`src/rtl/keypress_display_ctrl_if.sv`:
```
// Scan-code byte stream from the PS/2 receiver into the keypress controller.
// A byte transfers on a rising edge where code_valid and code_ready are both high; the sender holds code_data and code_valid until then.
interface keypress_display_ctrl_if;
    logic [7:0] code_data;
    logic       code_valid;
    logic       code_ready;

    modport master (output code_data, output code_valid, input code_ready);
    modport slave  (input code_data, input code_valid, output code_ready);
endinterface

```
`src/rtl/keypress_display_ctrl.sv`:
```
// Decodes PS/2 make/break/E0 sequences, suppresses typematic repeats and keeps a press counter.
// Optional macro PRESS_SAT_EN: press counter saturates at MAX_COUNT instead of wrapping to 0.
module keypress_display_ctrl #(
    parameter int MAX_COUNT = 99
) (
    input  logic                    clk,
    input  logic                    clrn,
    keypress_display_ctrl_if.slave  code_if,
    input  logic                    count_clr,
    output logic [6:0]              press_count,
    output logic [7:0]              cur_code,
    output logic                    cur_ext,
    output logic                    key_held,
    output logic                    disp_en,
    output logic [2:0]              state_dbg
);
    typedef enum logic [2:0] {S_IDLE, S_E0, S_BRK, S_EBRK, S_UPD} state_t;

    localparam logic [7:0] BYTE_E0 = 8'hE0;
    localparam logic [7:0] BYTE_F0 = 8'hF0;
    localparam logic [6:0] MAX_C   = 7'(MAX_COUNT);

    state_t     state, state_n;
    logic [7:0] lat_code, lat_code_n;
    logic       lat_ext, lat_ext_n;
    logic       lat_brk, lat_brk_n;
    logic       hs;
    logic       same_key;
    logic       count_inc;
    logic       held_clr;
    logic [6:0] count_next;

    assign code_if.code_ready = clrn && (state != S_UPD);
    assign hs        = code_if.code_valid && code_if.code_ready;
    assign state_dbg = state;

    always_comb begin
        state_n    = state;
        lat_code_n = lat_code;
        lat_ext_n  = lat_ext;
        lat_brk_n  = lat_brk;
        case (state)
            S_IDLE: if (hs) begin
                if (code_if.code_data == BYTE_E0)      state_n = S_E0;
                else if (code_if.code_data == BYTE_F0) state_n = S_BRK;
                else begin
                    lat_code_n = code_if.code_data;
                    lat_ext_n  = 1'b0;
                    lat_brk_n  = 1'b0;
                    state_n    = S_UPD;
                end
            end
            S_E0: if (hs) begin
                if (code_if.code_data == BYTE_F0)      state_n = S_EBRK;
                else if (code_if.code_data == BYTE_E0) state_n = S_E0;
                else begin
                    lat_code_n = code_if.code_data;
                    lat_ext_n  = 1'b1;
                    lat_brk_n  = 1'b0;
                    state_n    = S_UPD;
                end
            end
            S_BRK, S_EBRK: if (hs) begin
                // A prefix right after F0 is malformed: drop it and resync.
                if (code_if.code_data == BYTE_E0 || code_if.code_data == BYTE_F0) begin
                    state_n = S_IDLE;
                end else begin
                    lat_code_n = code_if.code_data;
                    lat_ext_n  = (state == S_EBRK);
                    lat_brk_n  = 1'b1;
                    state_n    = S_UPD;
                end
            end
            S_UPD:   state_n = S_IDLE;
            default: state_n = S_IDLE;
        endcase
    end

    assign same_key  = (lat_code == cur_code) && (lat_ext == cur_ext);
    assign count_inc = (state == S_UPD) && !lat_brk && !(key_held && same_key);
    assign held_clr  = (state == S_UPD) && lat_brk && same_key;

`ifdef PRESS_SAT_EN
    assign count_next = (press_count == MAX_C) ? MAX_C : press_count + 7'd1;
`else
    assign count_next = (press_count == MAX_C) ? 7'd0 : press_count + 7'd1;
`endif

    always_ff @(posedge clk) begin
        if (!clrn) begin
            state       <= S_IDLE;
            lat_code    <= 8'h00;
            lat_ext     <= 1'b0;
            lat_brk     <= 1'b0;
            press_count <= 7'd0;
            cur_code    <= 8'h00;
            cur_ext     <= 1'b0;
            key_held    <= 1'b0;
            disp_en     <= 1'b0;
        end else begin
            state    <= state_n;
            lat_code <= lat_code_n;
            lat_ext  <= lat_ext_n;
            lat_brk  <= lat_brk_n;
            // Clear beats a coinciding increment; the key state still updates.
            if (count_clr)      press_count <= 7'd0;
            else if (count_inc) press_count <= count_next;
            if (count_inc) begin
                cur_code <= lat_code;
                cur_ext  <= lat_ext;
                key_held <= 1'b1;
                disp_en  <= 1'b1;
            end else if (held_clr) begin
                key_held <= 1'b0;
                disp_en  <= 1'b0;
            end
        end
    end
endmodule

```
`src/flat_wrapper.sv`:
```
// flat-port wrapper written by rule: the top's interface ports become plain ports
module keypress_display_ctrl_flat 
#(
    parameter int MAX_COUNT = 99
)
  (clk, clrn, count_clr, press_count, cur_code, cur_ext, key_held, disp_en, state_dbg, code_if_code_data, code_if_code_valid, code_if_code_ready);
  keypress_display_ctrl_if code_if_i ();
  input  logic clk;
  input  logic clrn;
  input  logic count_clr;
  output logic [6:0] press_count;
  output logic [7:0] cur_code;
  output logic cur_ext;
  output logic key_held;
  output logic disp_en;
  output logic [2:0] state_dbg;
  input wire logic [$bits(code_if_i.code_data)-1:0] code_if_code_data;
  input wire logic [$bits(code_if_i.code_valid)-1:0] code_if_code_valid;
  output wire logic [$bits(code_if_i.code_ready)-1:0] code_if_code_ready;
  assign code_if_i.code_data = code_if_code_data;
  assign code_if_i.code_valid = code_if_code_valid;
  assign code_if_code_ready = code_if_i.code_ready;
  keypress_display_ctrl #(.MAX_COUNT(MAX_COUNT)) u_core (.clk(clk), .clrn(clrn), .code_if(code_if_i), .count_clr(count_clr), .press_count(press_count), .cur_code(cur_code), .cur_ext(cur_ext), .key_held(key_held), .disp_en(disp_en), .state_dbg(state_dbg));
endmodule
```
`config.mk`:
```
export PLATFORM = sky130hd
export DESIGN_NAME = keypress_display_ctrl_flat
export DESIGN_NICKNAME = d
export VERILOG_FILES = /design/src/rtl/keypress_display_ctrl_if.sv /design/src/rtl/keypress_display_ctrl.sv /design/src/flat_wrapper.sv
export SDC_FILE = /design/constraint.sdc
export NUM_CORES = 1
export LEC_CHECK = 0
export BUFFER_PORTS_ARGS = -buffer_cell sky130_fd_sc_hd__buf_2
export CORE_MARGIN = 1.5
export CORE_UTILIZATION = 56
export DETAILED_ROUTE_END_ITERATION = 7
export PLACE_DENSITY = 0.88
export SETUP_SLACK_MARGIN = 0.2
export SLEW_MARGIN = 20
export SYNTH_ARGS = -nofsm -noshare
export SYNTH_HDL_FRONTEND = slang
export SYNTH_SLANG_ARGS = --single-unit
export TNS_END_PERCENT = 50
```
`constraint.sdc`:
```
create_clock -name clk -period 2.7 [get_ports clk]
set_clock_uncertainty 0.15 [all_clocks]
set_input_delay 0 -clock clk [delete_from_list [all_inputs] [get_ports clk]]
set_output_delay 0 -clock clk [all_outputs]
set_load 0.05 [all_outputs]
```
---- Word-level counts from Yosys, hierarchy flattened ----
Cells that the tools add are included.
storage, ports and cells
  register bits ........................... 30
  output and inout port bits .............. 22
  word-level logic and storage cells ...... 82
  bits of input ports ..................... 12
operators by class
  add/subtract/negate cells ............... 1
  eq/ne operators ......................... 18
  reductions and logical operators ........ 18
  bitwise operators ....................... 1
  mux-type cells .......................... 36
operator list
  operator                                                                 count
  8-bit 2-to-1 mux                                                         8
  3-bit 2-to-1 mux                                                         8
  8-bit one-hot mux with 3 select lines                                    1
  8-bit equality test, second input constant                               2
  1-bit 2-to-1 mux                                                         15
  2-bit inequality test, second input constant                             5
  3-bit one-hot mux with 3 select lines                                    1
  9-bit AND reduction                                                      1
  8-bit equality test                                                      1
  1-bit logical AND                                                        8
  7-bit by 1-bit adder with 7-bit output, second input constant            1
  7-bit equality test, second input constant                               1
  7-bit 2-to-1 mux                                                         1
  3-bit by 2-bit equality test with 1-bit output, second input constant    2
  2-bit by 1-bit inequality test with 1-bit output, second input constant  3
  1-bit one-hot mux with 3 select lines                                    2
  2-bit OR reduction                                                       2
  3-bit by 1-bit equality test with 1-bit output, second input constant    1
  3-bit equality test, second input constant                               1
  3-bit logical NOT                                                        1
  3-bit inequality test, second input constant                             1
  3-bit AND reduction                                                      1
  3-bit nonzero test                                                       1
  1-bit logical NOT                                                        2
  other kinds (4)                                                          4

---- Longest topological paths before layout ----
Gate-level depths: netlist of run 1.
  depth after elaboration ................. 6
  mapped depth ............................ 6
  depth with buffers taken out ............ 6

---- Least setup slack after synthesis of run 1 ----
OpenSTA, ideal clock, no wires.
  path type ............................... register to register
  start point ............................. register u_core.state[1], in the netlist u_core.state_dbg[1]
  end point ............................... register u_core.state[1], in the netlist u_core.state_dbg[1]
  setup time .............................. 0.092 ns
  slack ................................... 0.682 ns
  data arrival time ....................... 1.775 ns
  period minus slack after synthesis ...... 2.018 ns
  buffers on the path ..................... 0
  data required time ...................... 2.458 ns
  cell stages (with the launch flop) ...... 5
  cells stage by stage .................... dfxtp_1 -> nor3b_2 -> nor2b_1 -> nand2_1 -> o32ai_1
between the ends
  longest elaborated chain between the ends .. 5
  elaborated cells on any way between the ends .. 13
  classes of those cells .................. eq/ne (7); mux (1); reduce/logical (5)
ends and longest elaborated chain
  what                                                               line                          source
  start: declaration                                                 keypress_display_ctrl.sv:23   state_t state, state_n;
  start signal: assignment                                           keypress_display_ctrl.sv:101  state <= state_n;
  3-bit inequality test *                                            keypress_display_ctrl.sv:33   assign code_if.code_ready = clrn && (state != S_UPD);
  1-bit logical AND *                                                keypress_display_ctrl.sv:33
  named net code_if_code_ready                                       flat_wrapper.sv:19            output wire logic [$bits(code_if_i.code_ready)-1:0] code_if_code_ready;
  1-bit logical AND *                                                keypress_display_ctrl.sv:34   assign hs = code_if.code_valid && code_if.code_ready;
  2-bit by 1-bit inequality test with 1-bit output (no source line)  -
  3-bit AND reduction (no source line) *                             -
The timed path passes the listed nets; every way through them passes the cells marked *.
A chain may end at the register's enable or synchronous reset.

---- Worst setup path after layout of run 1 ----
  start point ............................. input port code_if_code_data[0]
  end point ............................... register u_core.state[0], in the netlist u_core.state_dbg[0]
between the ends
  longest elaborated chain between the ends .. 5
  elaborated cells on any way between the ends .. 8
  classes of those cells .................. eq/ne (2); mux (6)
ends and longest elaborated chain
  what                                     line                                                      source
  start: declaration                       flat_wrapper.sv:17                                        input wire logic [$bits(code_if_i.code_data)-1:0] code_if_code_data;
  8-bit equality test                      keypress_display_ctrl.sv:44, keypress_display_ctrl.sv:55
  3-bit 2-to-1 mux                         keypress_display_ctrl.sv:55                               else if (code_if.code_data == BYTE_E0) state_n = S_E0;
  3-bit 2-to-1 mux                         keypress_display_ctrl.sv:54                               if (code_if.code_data == BYTE_F0) state_n = S_EBRK;
  3-bit 2-to-1 mux                         keypress_display_ctrl.sv:53                               S_E0: if (hs) begin
  3-bit one-hot mux with 3 select lines *  keypress_display_ctrl.sv:42                               case (state)
Mark *: on every way between the ends. The rest lies on a longest branch, timed or not. The select of a mux whose other input is x is not followed.

==> impl_metrics.ini, run 1 <==
[timing]
hold_slack_ns = 0.00937
layout_setup_ws_ns = 0.356
slew_violations = 0
rsz0062_at_grt = false
hold_viol = 0
tightest_slew_ns = 0.697
min_period_ns = 2.34
final-setup-viol-count = 0
final.setup.tns_ns = 0
relSlewSlack_pct = 53.6
fin_crit_sh_pct = 86.8
fmax_mhz = 427

[layout]
antennaDiodeCount = 0
final_util_pct = 71.7
fin_cells = 227
final_common_cell = buf_2
fillerInstances = 182
drive_gt1_share_pct = 20.8
final_nets = 210
stdcell_area_um2 = 1740
syn_to_final_growth_pct = 23.2
mostFrequentLayoutCells = 33 x buf_2, 30 x dfxtp_1, 24 x nand2_1, 20 x mux2i_1, 15 x nor2b_1

[logic_synthesis]
synth_edf_count = 0
synth_nets = 165
synth_area_um2 = 1420
syn_inst = 152
syn_avg_cell_area_um2 = 9.31
ys_seq_area_share_pct = 42.4
synth_seq_cells = 30
synth_ff_type = dfxtp_1
synthArstFlopShare_pct = 0
ys_types = 32
synth_warnings = 0

[grt]
grt_antenna_before_repair = 0
grt-ovfl-total = 0
grtUsageTotal_pct = 24.6
grt_pass1_vias = 1115
grt_pass1_wl_um = 4840
grt_max_degree = 35

[pwr]
p_int_mw = 0.598
p_sw_share_pct = 27.6
ir_worst_vdd_uv = 421
p_clk_share_pct = 29.6
p_comb_share_pct = 14.5
power_density_nw_per_um2 = 474
leakage_nw = 0.821
switchingPower_mw = 0.228
power_frac_seq_pct = 55.9
fin_total_pwr_mw = 0.826

[worst_setup_path]
crit_slowest_cell = dlygate4sd3_1
crit_type = in -> reg
crit_path_start_kind = input pin
crit_top_cell = dlygate4sd3_1
path_cells = dlygate4sd3_1, buf_2, nor4_1, nand4_1, or3_1, o21ai_0, o2bb2ai_1, dlygate4sd3_1
worstPathRequired_ns = 2.83
crit_arrival_ns = 2.47
crit_buf_inv = 3
cp_top_family = buffers and inverters
max_stage_delay_ns = 0.57
cp-end-kind = flop
cp_max_fo = 3

[clock_tree]
path_clk_slew_ns = 0.09
numCtsBuffers = 5
clock_latency_ns = 0.33
h-tree-depth = 2
cts_tree = yes
cts_max_path_buffers = 2
cts_sinks = 30
cts-root-buf = clkbuf_4

[placed_design]
place_area_um2 = 1580
placed_cells = 208
place_ws_ns = 0.782
place_congestion = 0.689
numPortBuffers = 33
dp_hpwl_um = 2080

[floorplan]
die-width_um = 53.3
die_h_um = 53.3
rows = 18
fp.coreArea_um2 = 2430
pin_count = 34
floorplan.initialDensity_pct = 58.2
die-area_um2 = 2840

[routing]
viasPerCell = 5.56
initialDrtViolationCount = 12
drc = 0
finalWirelength_um = 3200
num_vias = 1261
detail_route.wl_per_cell_um = 14.1
postRouteAntennaNets = 0
firstDrtPassIters = 4

[hold_path]
hold_class = in -> reg

[run]
cap_violations = 0

[status]
status = completed
==> worst paths after layout <==
| check | start | cells past startpoint | slack (ns) | to |
|---|---|---|---|---|
| setup / recovery | code_if_code_data[0] | 8 | 0.36 | u_core.state_dbg[0]$_SDFFE_PN0P_ |
| hold / removal | clrn | 3 | 0.009 | u_core.cur_code[7]$_SDFFE_PN0P_ |
| setup reg to reg | u_core.state_dbg[1]$_SDFFE_PN0P_ | 4 | 0.75 | u_core.press_count[3]$_SDFFE_PP0P_ |
| hold reg to reg | u_core.lat_code[7]$_SDFFE_PN0P_ | 2 | 0.34 | u_core.cur_code[7]$_SDFFE_PN0P_ |
==> flip-flops by register name, indices dropped and copies added (netlist names) <==
signal              count
u_core.cur_ext          1
u_core.key_held         1
u_core.lat_ext          1
u_core.state_dbg        3
u_core.cur_code         8
u_core.lat_brk          1
u_core.press_count      7
u_core.lat_code         8
==> worst reg2reg max path: cells and delay by family (launching register included) <==
kind / cells / cell delay [ns]
simple gates: 3 / 1.21
flops: 1 / 0.36
compound gates: 1 / 0.16
==> power groups by stage <==
stage / combinational, mW / clock [mW] / sequential, mW
6_report: 0.120 / 0.244 / 0.462
3_5_place_dp: 0.108 / 0 / 0.472
5_1_grt: 0.130 / 0.277 / 0.463
3_3_place_gp: 0.105 / 0 / 0.471
2_1_floorplan: 0.0697 / 0 / 0.486
4_1_cts: 0.119 / 0.249 / 0.462
==> per-layer routing <==
layer | track usage [%] | routed length (um)
met5 | 0 | 0
met4 | 18.4 | 95
met3 | 6.50 | 140
met2 | 40.3 | 1610
met1 | 26.9 | 1360
==> synth_stat cells, types with 2 or more instances <==
library cell / n / area, um^2
a21oi_1: 6 / 30.0
and3_1: 2 / 12.5
buf_2: 2 / 10.0
clkbuf_1: 3 / 11.3
dfxtp_1: 30 / 601
inv_1: 3 / 11.3
mux2i_1: 20 / 200
nand2_1: 24 / 90.1
nand2b_1: 4 / 25.0
nand3_1: 3 / 15.0
nand4_1: 2 / 12.5
nor2b_1: 15 / 93.8
nor4_1: 2 / 12.5
o21ai_0: 3 / 15.0
o31ai_1: 3 / 22.5
or4_1: 6 / 45.0
xor2_1: 9 / 78.8
==> cells by family (layout without fill, tap and decap cells) <==
logic type / count (synthesis) / count (layout) / synth area share [%]
mux: 20 / 20 / 14.1
xor+xnor: 9 / 9 / 5.57
fa+ha+maj: 1 / 1 / 0.884
flops: 30 / 30 / 42.4
buf+inv: 10 / 55 / 3.63
simple gates: 66 / 66 / 26.3
compound gates: 16 / 16 / 6.99
==> final cells by class <==
| cell class | instances | area (um^2) | share of cell area [%] |
|---|---|---|---|
| Clock buffer | 7 | 45.0 | 2.58 |
| Inverter | 3 | 11.3 | 0.646 |
| Tap cell | 30 | 37.5 | 2.15 |
| Multi-Input combinational cell | 112 | 763 | 43.8 |
| Timing Repair Buffer | 45 | 285 | 16.4 |
| Sequential cell | 30 | 601 | 34.5 |
==> timing repair <==
item / CTS / global route
setup buffers: 0 / 0
hold endpoints to repair: 17 / 0
gates resized for setup: 0 / 0
hold buffers: 12 / 0
No activity file was read; power rests on OpenSTA's default activity.
==> inputs of run 2 (changes only) <==
- PLACE_DENSITY: 0.88 -> 0.93
==> run 2 against run 1 <==
Against the previous run: final cell count fell by 0.44%; first-iteration DRC count increased to 4.0 times the previous value; sequential power about the same; setup slack improved by 0.082 ns; utilization grew 0.26 points; clock power rose by 9.0%; cell area rose by 0.36%; critical path type unchanged; largest cell class unchanged; largest power group unchanged; highest routed layer unchanged.
==> impl_metrics.ini, run 2 (synthesized netlist as in run 1, its figures left out) <==
[worst_setup_path]
crit_top_cell = dlygate4sd3_1
max_stage_delay_ns = 0.58
path_cells = dlygate4sd3_1, buf_2, nor4_1, nand4_1, or3_1, o21ai_0, o2bb2ai_1, dlygate4sd3_1
cp_max_fo = 3
crit_arrival_ns = 2.38
crit_buf_inv = 3
crit_type = in -> reg
crit_slowest_cell = dlygate4sd3_1
cp-end-kind = flop
worstPathRequired_ns = 2.82
crit_path_start_kind = input pin
cp_top_family = buffers and inverters

[clock_tree]
h-tree-depth = 2
clock_latency_ns = 0.33
cts_sinks = 30
cts_max_path_buffers = 2
cts-root-buf = clkbuf_4
post_cts_buffers = 0
numCtsBuffers = 5
path_clk_slew_ns = 0.09
cts_tree = yes

[floorplan]
fp.coreArea_um2 = 2430
pin_count = 34
die-width_um = 53.3
die-area_um2 = 2840
floorplan.initialDensity_pct = 58.2
rows = 18
die_h_um = 53.3

[pwr]
leakage_nw = 0.826
power_density_nw_per_um2 = 485
ir_worst_vdd_uv = 455
p_int_mw = 0.618
power_frac_seq_pct = 54.4
fin_total_pwr_mw = 0.848
p_clk_share_pct = 31.4
switchingPower_mw = 0.231
p_sw_share_pct = 27.2
p_comb_share_pct = 14.2

[grt]
grt_pass1_vias = 1163
grt_pass1_wl_um = 5330
grt_antenna_before_repair = 0
grt_max_degree = 35
grt-ovfl-total = 0
grtUsageTotal_pct = 26.7

[routing]
detail_route.wl_per_cell_um = 14.3
initialDrtViolationCount = 48
drc = 0
finalWirelength_um = 3220
postRouteAntennaNets = 0
firstDrtPassIters = 4
num_vias = 1274
viasPerCell = 5.64

[placed_design]
place_congestion = 0.726
numPortBuffers = 33
place_ws_ns = 0.840
dp_hpwl_um = 2090

[timing]
final-setup-viol-count = 0
final.setup.tns_ns = 0
hold_viol = 0
tightest_slew_ns = 0.688
fin_crit_sh_pct = 83.8
slew_violations = 0
min_period_ns = 2.26
relSlewSlack_pct = 54.1
rsz0062_at_grt = false
fmax_mhz = 442
layout_setup_ws_ns = 0.438

[layout]
syn_to_final_growth_pct = 23.6
mostFrequentLayoutCells = 33 x buf_2, 30 x dfxtp_1, 24 x nand2_1, 20 x mux2i_1, 15 x nor2b_1
antennaDiodeCount = 0
final_util_pct = 71.9
final_common_cell = buf_2
fillerInstances = 185
regArea_um2 = 601
reg_top3 = u_core.cur_code x8, u_core.lat_code x8, u_core.press_count x7
drive_gt1_share_pct = 21.4
final_nets = 210
multi_input_area_um2 = 763

[run]
cap_violations = 0

[hold_path]
hold_class = in -> reg

[status]
status = completed
-- run 2: per-stage QoR --
step / cells / cell area [um^2] / hold slack, ns
detailed placement: 208 / 1580 / 0.0683
floorplan: 152 / 1420 / -0.0623
finish: 226 / 1750 / 0.0125
CTS: 226 / 1750 / 0.00872
global route: 226 / 1750 / 0.0535
global placement: 208 / 1580 / 0.0603
-- run 2: what timing repair did --
item / 4_1_cts / 5_1_grt
hold buffers: 12 / 0
hold endpoints to repair: 17 / 0
setup endpoints to repair: 0 / 0
gates resized for setup: 0 / 0
-- run 2: tightest hold or removal path, delay by kind of cell --
kind / cells / cell delay, ns
buffers and inverters: 1 / 0.26
muxes: 1 / 0.05
and+or+nand+nor: 1 / 0.13
-- run 2: power by group through the flow --
stage,Sequential (mW),Combinational (mW),Clock [mW]
after floorplan,0.486,0.0697,0
after global placement,0.471,0.105,0
after detailed placement,0.472,0.108,0
after CTS,0.462,0.119,0.270
after global routing,0.464,0.131,0.289
final,0.462,0.120,0.266
-- run 2: layout make-up --
cell class	count	area share [%]
multi-input cells	112	43.6
flip-flops and latches	30	34.3
repair buffers	45	16.3
clock buffers	6	2.93
well taps	30	2.15
inverters	3	0.644
-- run 2: worst paths after layout --
check / start / to / slack (ns) / cells past startpoint
worst max-delay path: code_if_code_data[0] / u_core.state_dbg[0]$_SDFFE_PN0P_ / 0.44 / 8
worst min-delay path: clrn / u_core.cur_code[6]$_SDFFE_PN0P_ / 0.01 / 3
worst max register to register: u_core.state_dbg[1]$_SDFFE_PN0P_ / u_core.press_count[5]$_SDFFE_PP0P_ / 0.80 / 4
worst min register to register: u_core.cur_code[5]$_SDFFE_PN0P_ / u_core.cur_code[5]$_SDFFE_PN0P_ / 0.34 / 2
-- run 2: routing by layer --
metal / track usage [%] / wire length, um / up-vias
met3: 9.60 / 135 / 6
met4: 12.4 / 61 / 0
met1: 32.3 / 1360 / 611
li1: - / - / 622
met2: 41.8 / 1670 / 35
met5: 0 / 0 / -
==> inputs of run 3 (changes only) <==
- CORE_UTILIZATION: 56 -> 52
- PLACE_DENSITY: 0.93 -> 0.88
- clock period: 2.7 -> 2.1 ns (I/O delays scaled with it)
==> run 3 against run 2 <==
Against the previous run: utilization fell by 0.19 points; die area rose by 7.2%; sequential power rose by 29%; largest power group unchanged; final cell count rose by 2.2%.
==> impl_metrics.ini, run 3 (synthesized netlist as in run 1, its figures left out) <==
[status]
status = completed

[grt]
grtUsageTotal_pct = 25.0
grt-busiest-layer = met2
grt_pass1_wl_um = 5150
use_met2_pct = 40.3
use_met3_pct = 8.87
grt_max_degree = 32
grt_antenna_before_repair = 0
use_met1_pct = 29.3
grt-ovfl-total = 0
grt_pass1_vias = 1152

[routing]
postRouteAntennaNets = 0
drc = 0
firstDrtPassIters = 4
detail_route.wl_per_cell_um = 14.4
finalWirelength_um = 3330
initialDrtViolationCount = 29
num_vias = 1252
viasPerCell = 5.42

[layout]
mostFrequentLayoutCells = 33 x buf_2, 24 x nand2_1, 20 x mux2i_1, 20 x dfxtp_1, 14 x nor2b_1
final_nets = 213
antennaDiodeCount = 0
drive_gt1_share_pct = 29.4
syn_to_final_growth_pct = 27.9
final_util_pct = 71.7
reg_top3 = u_core.cur_code x8, u_core.lat_code x8, u_core.press_count x7
stdcell_area_um2 = 1810
final_common_cell = buf_2
fin_cells = 231

[worst_setup_path]
cp.depth = 5
r2r-end = u_core.press_count[2]$_SDFFE_PP0P_
reg2regPathDepth = 5
worst_r2r_startpoint = u_core.state_dbg[1]$_SDFFE_PN0P_
crit_type = reg -> reg
worstPathRequired_ns = 2.21
cp-end-kind = flop
crit_buf_inv = 0
rrSetupSlack_ns = 0.27
crit_slowest_cell = or4_1
path_cells = nor3b_4, nor2b_2, nand2_1, or4_1, a21oi_1
startpoint = u_core.state_dbg[1]$_SDFFE_PN0P_
crit_arrival_ns = 1.95
endpoint = u_core.press_count[2]$_SDFFE_PP0P_
cp_top_family = simple AND/OR/NAND/NOR gates
crit_path_start_kind = flop
max_stage_delay_ns = 0.41
cp_max_fo = 5

[timing]
layout_setup_ws_ns = 0.267
min_period_ns = 1.83
fin_crit_sh_pct = 87.3
hold_viol = 0
slew_violations = 0
relSlewSlack_pct = 74.7
tightest_slew_ns = 0.377
hold_slack_ns = 0.0213
fmax_mhz = 546
rsz0062_at_grt = false
final.setup.tns_ns = 0
final-setup-viol-count = 0

[floorplan]
pin_count = 34
die-area_um2 = 3040
fp.coreArea_um2 = 2520
die-width_um = 55.2
die_h_um = 55.2
rows = 18
floorplan.initialDensity_pct = 56.1

[pwr]
fin_total_pwr_mw = 1.13
leakage_nw = 0.847
ir_worst_vdd_uv = 612
power_density_nw_per_um2 = 622

[clock_tree]
cts_max_path_buffers = 2
cts_sinks = 30
numCtsBuffers = 5
cts_tree = yes
cts-root-buf = clkbuf_4
clock_latency_ns = 0.33
h-tree-depth = 2
path_clk_slew_ns = 0.10

[placed_design]
place_congestion = 0.743
place_ws_ns = 0.224
placed_cells = 211
dp_hpwl_um = 2320
place_area_um2 = 1610
numPortBuffers = 33

[run]
cap_violations = 0

[hold_path]
hold_class = in -> reg
==> run 3: how the worst min path moves through the flow <==
stage / start / slack, ns / cells after the start / end
global placement: code_if_code_valid / 0.08 / 2 / u_core.state_dbg[1]$_SDFFE_PN0P_
global route: code_if_code_data[2] / 0.04 / 5 / u_core.state_dbg[0]$_SDFFE_PN0P_
finish: code_if_code_data[2] / 0.02 / 5 / u_core.state_dbg[0]$_SDFFE_PN0P_
floorplan: code_if_code_data[4] / -0.06 / 1 / u_core.state_dbg[0]$_SDFFE_PN0P_
detailed placement: code_if_code_data[4] / 0.08 / 2 / u_core.state_dbg[0]$_SDFFE_PN0P_
CTS: code_if_code_data[2] / 0.09 / 6 / u_core.state_dbg[2]$_SDFFE_PN0P_
==> run 3: tightest hold or removal path, cell delays in order <==
cell and delay, ns:
buf_2 0.09, nor4_1 0.04, nand4_1 0.12, or3_4 0.14, o2bb2ai_1 0.07
==> run 3: layer usage <==
metal / part of all wire [%] / vias to the layer above / wire length [um]
met5: 0 / - / 0
met4: 2.4 / 0 / 79
met3: 4.8 / 12 / 160
met2: 48 / 47 / 1610
met1: 45 / 565 / 1480
li1: - / 628 / -
==> run 3: power breakdown <==
part           internal, mW  total (mW)  leakage [nW]  switching, mW
clock network         0.162       0.367        0.0353          0.205
logic                0.0680       0.163         0.564         0.0954
registers             0.582       0.595         0.248         0.0131
==> run 3: area by class of cell <==
type,count,area (um^2)
clock buffer,7,55.1
clock inverter,1,5.00
fill,196,713
inverter,3,11.3
multi-input combinational,112,779
sequential,30,613
tap,30,37.5
timing repair buffer,48,308
==> run 3: repair_timing <==
item                       in CTS  in global routing
buffers inserted                0                  0
pin swaps                       0                  1
hold endpoints to repair       17                  0
setup endpoints to repair       1                 15
gates resized for setup         1                  3
hold buffers                   13                  0
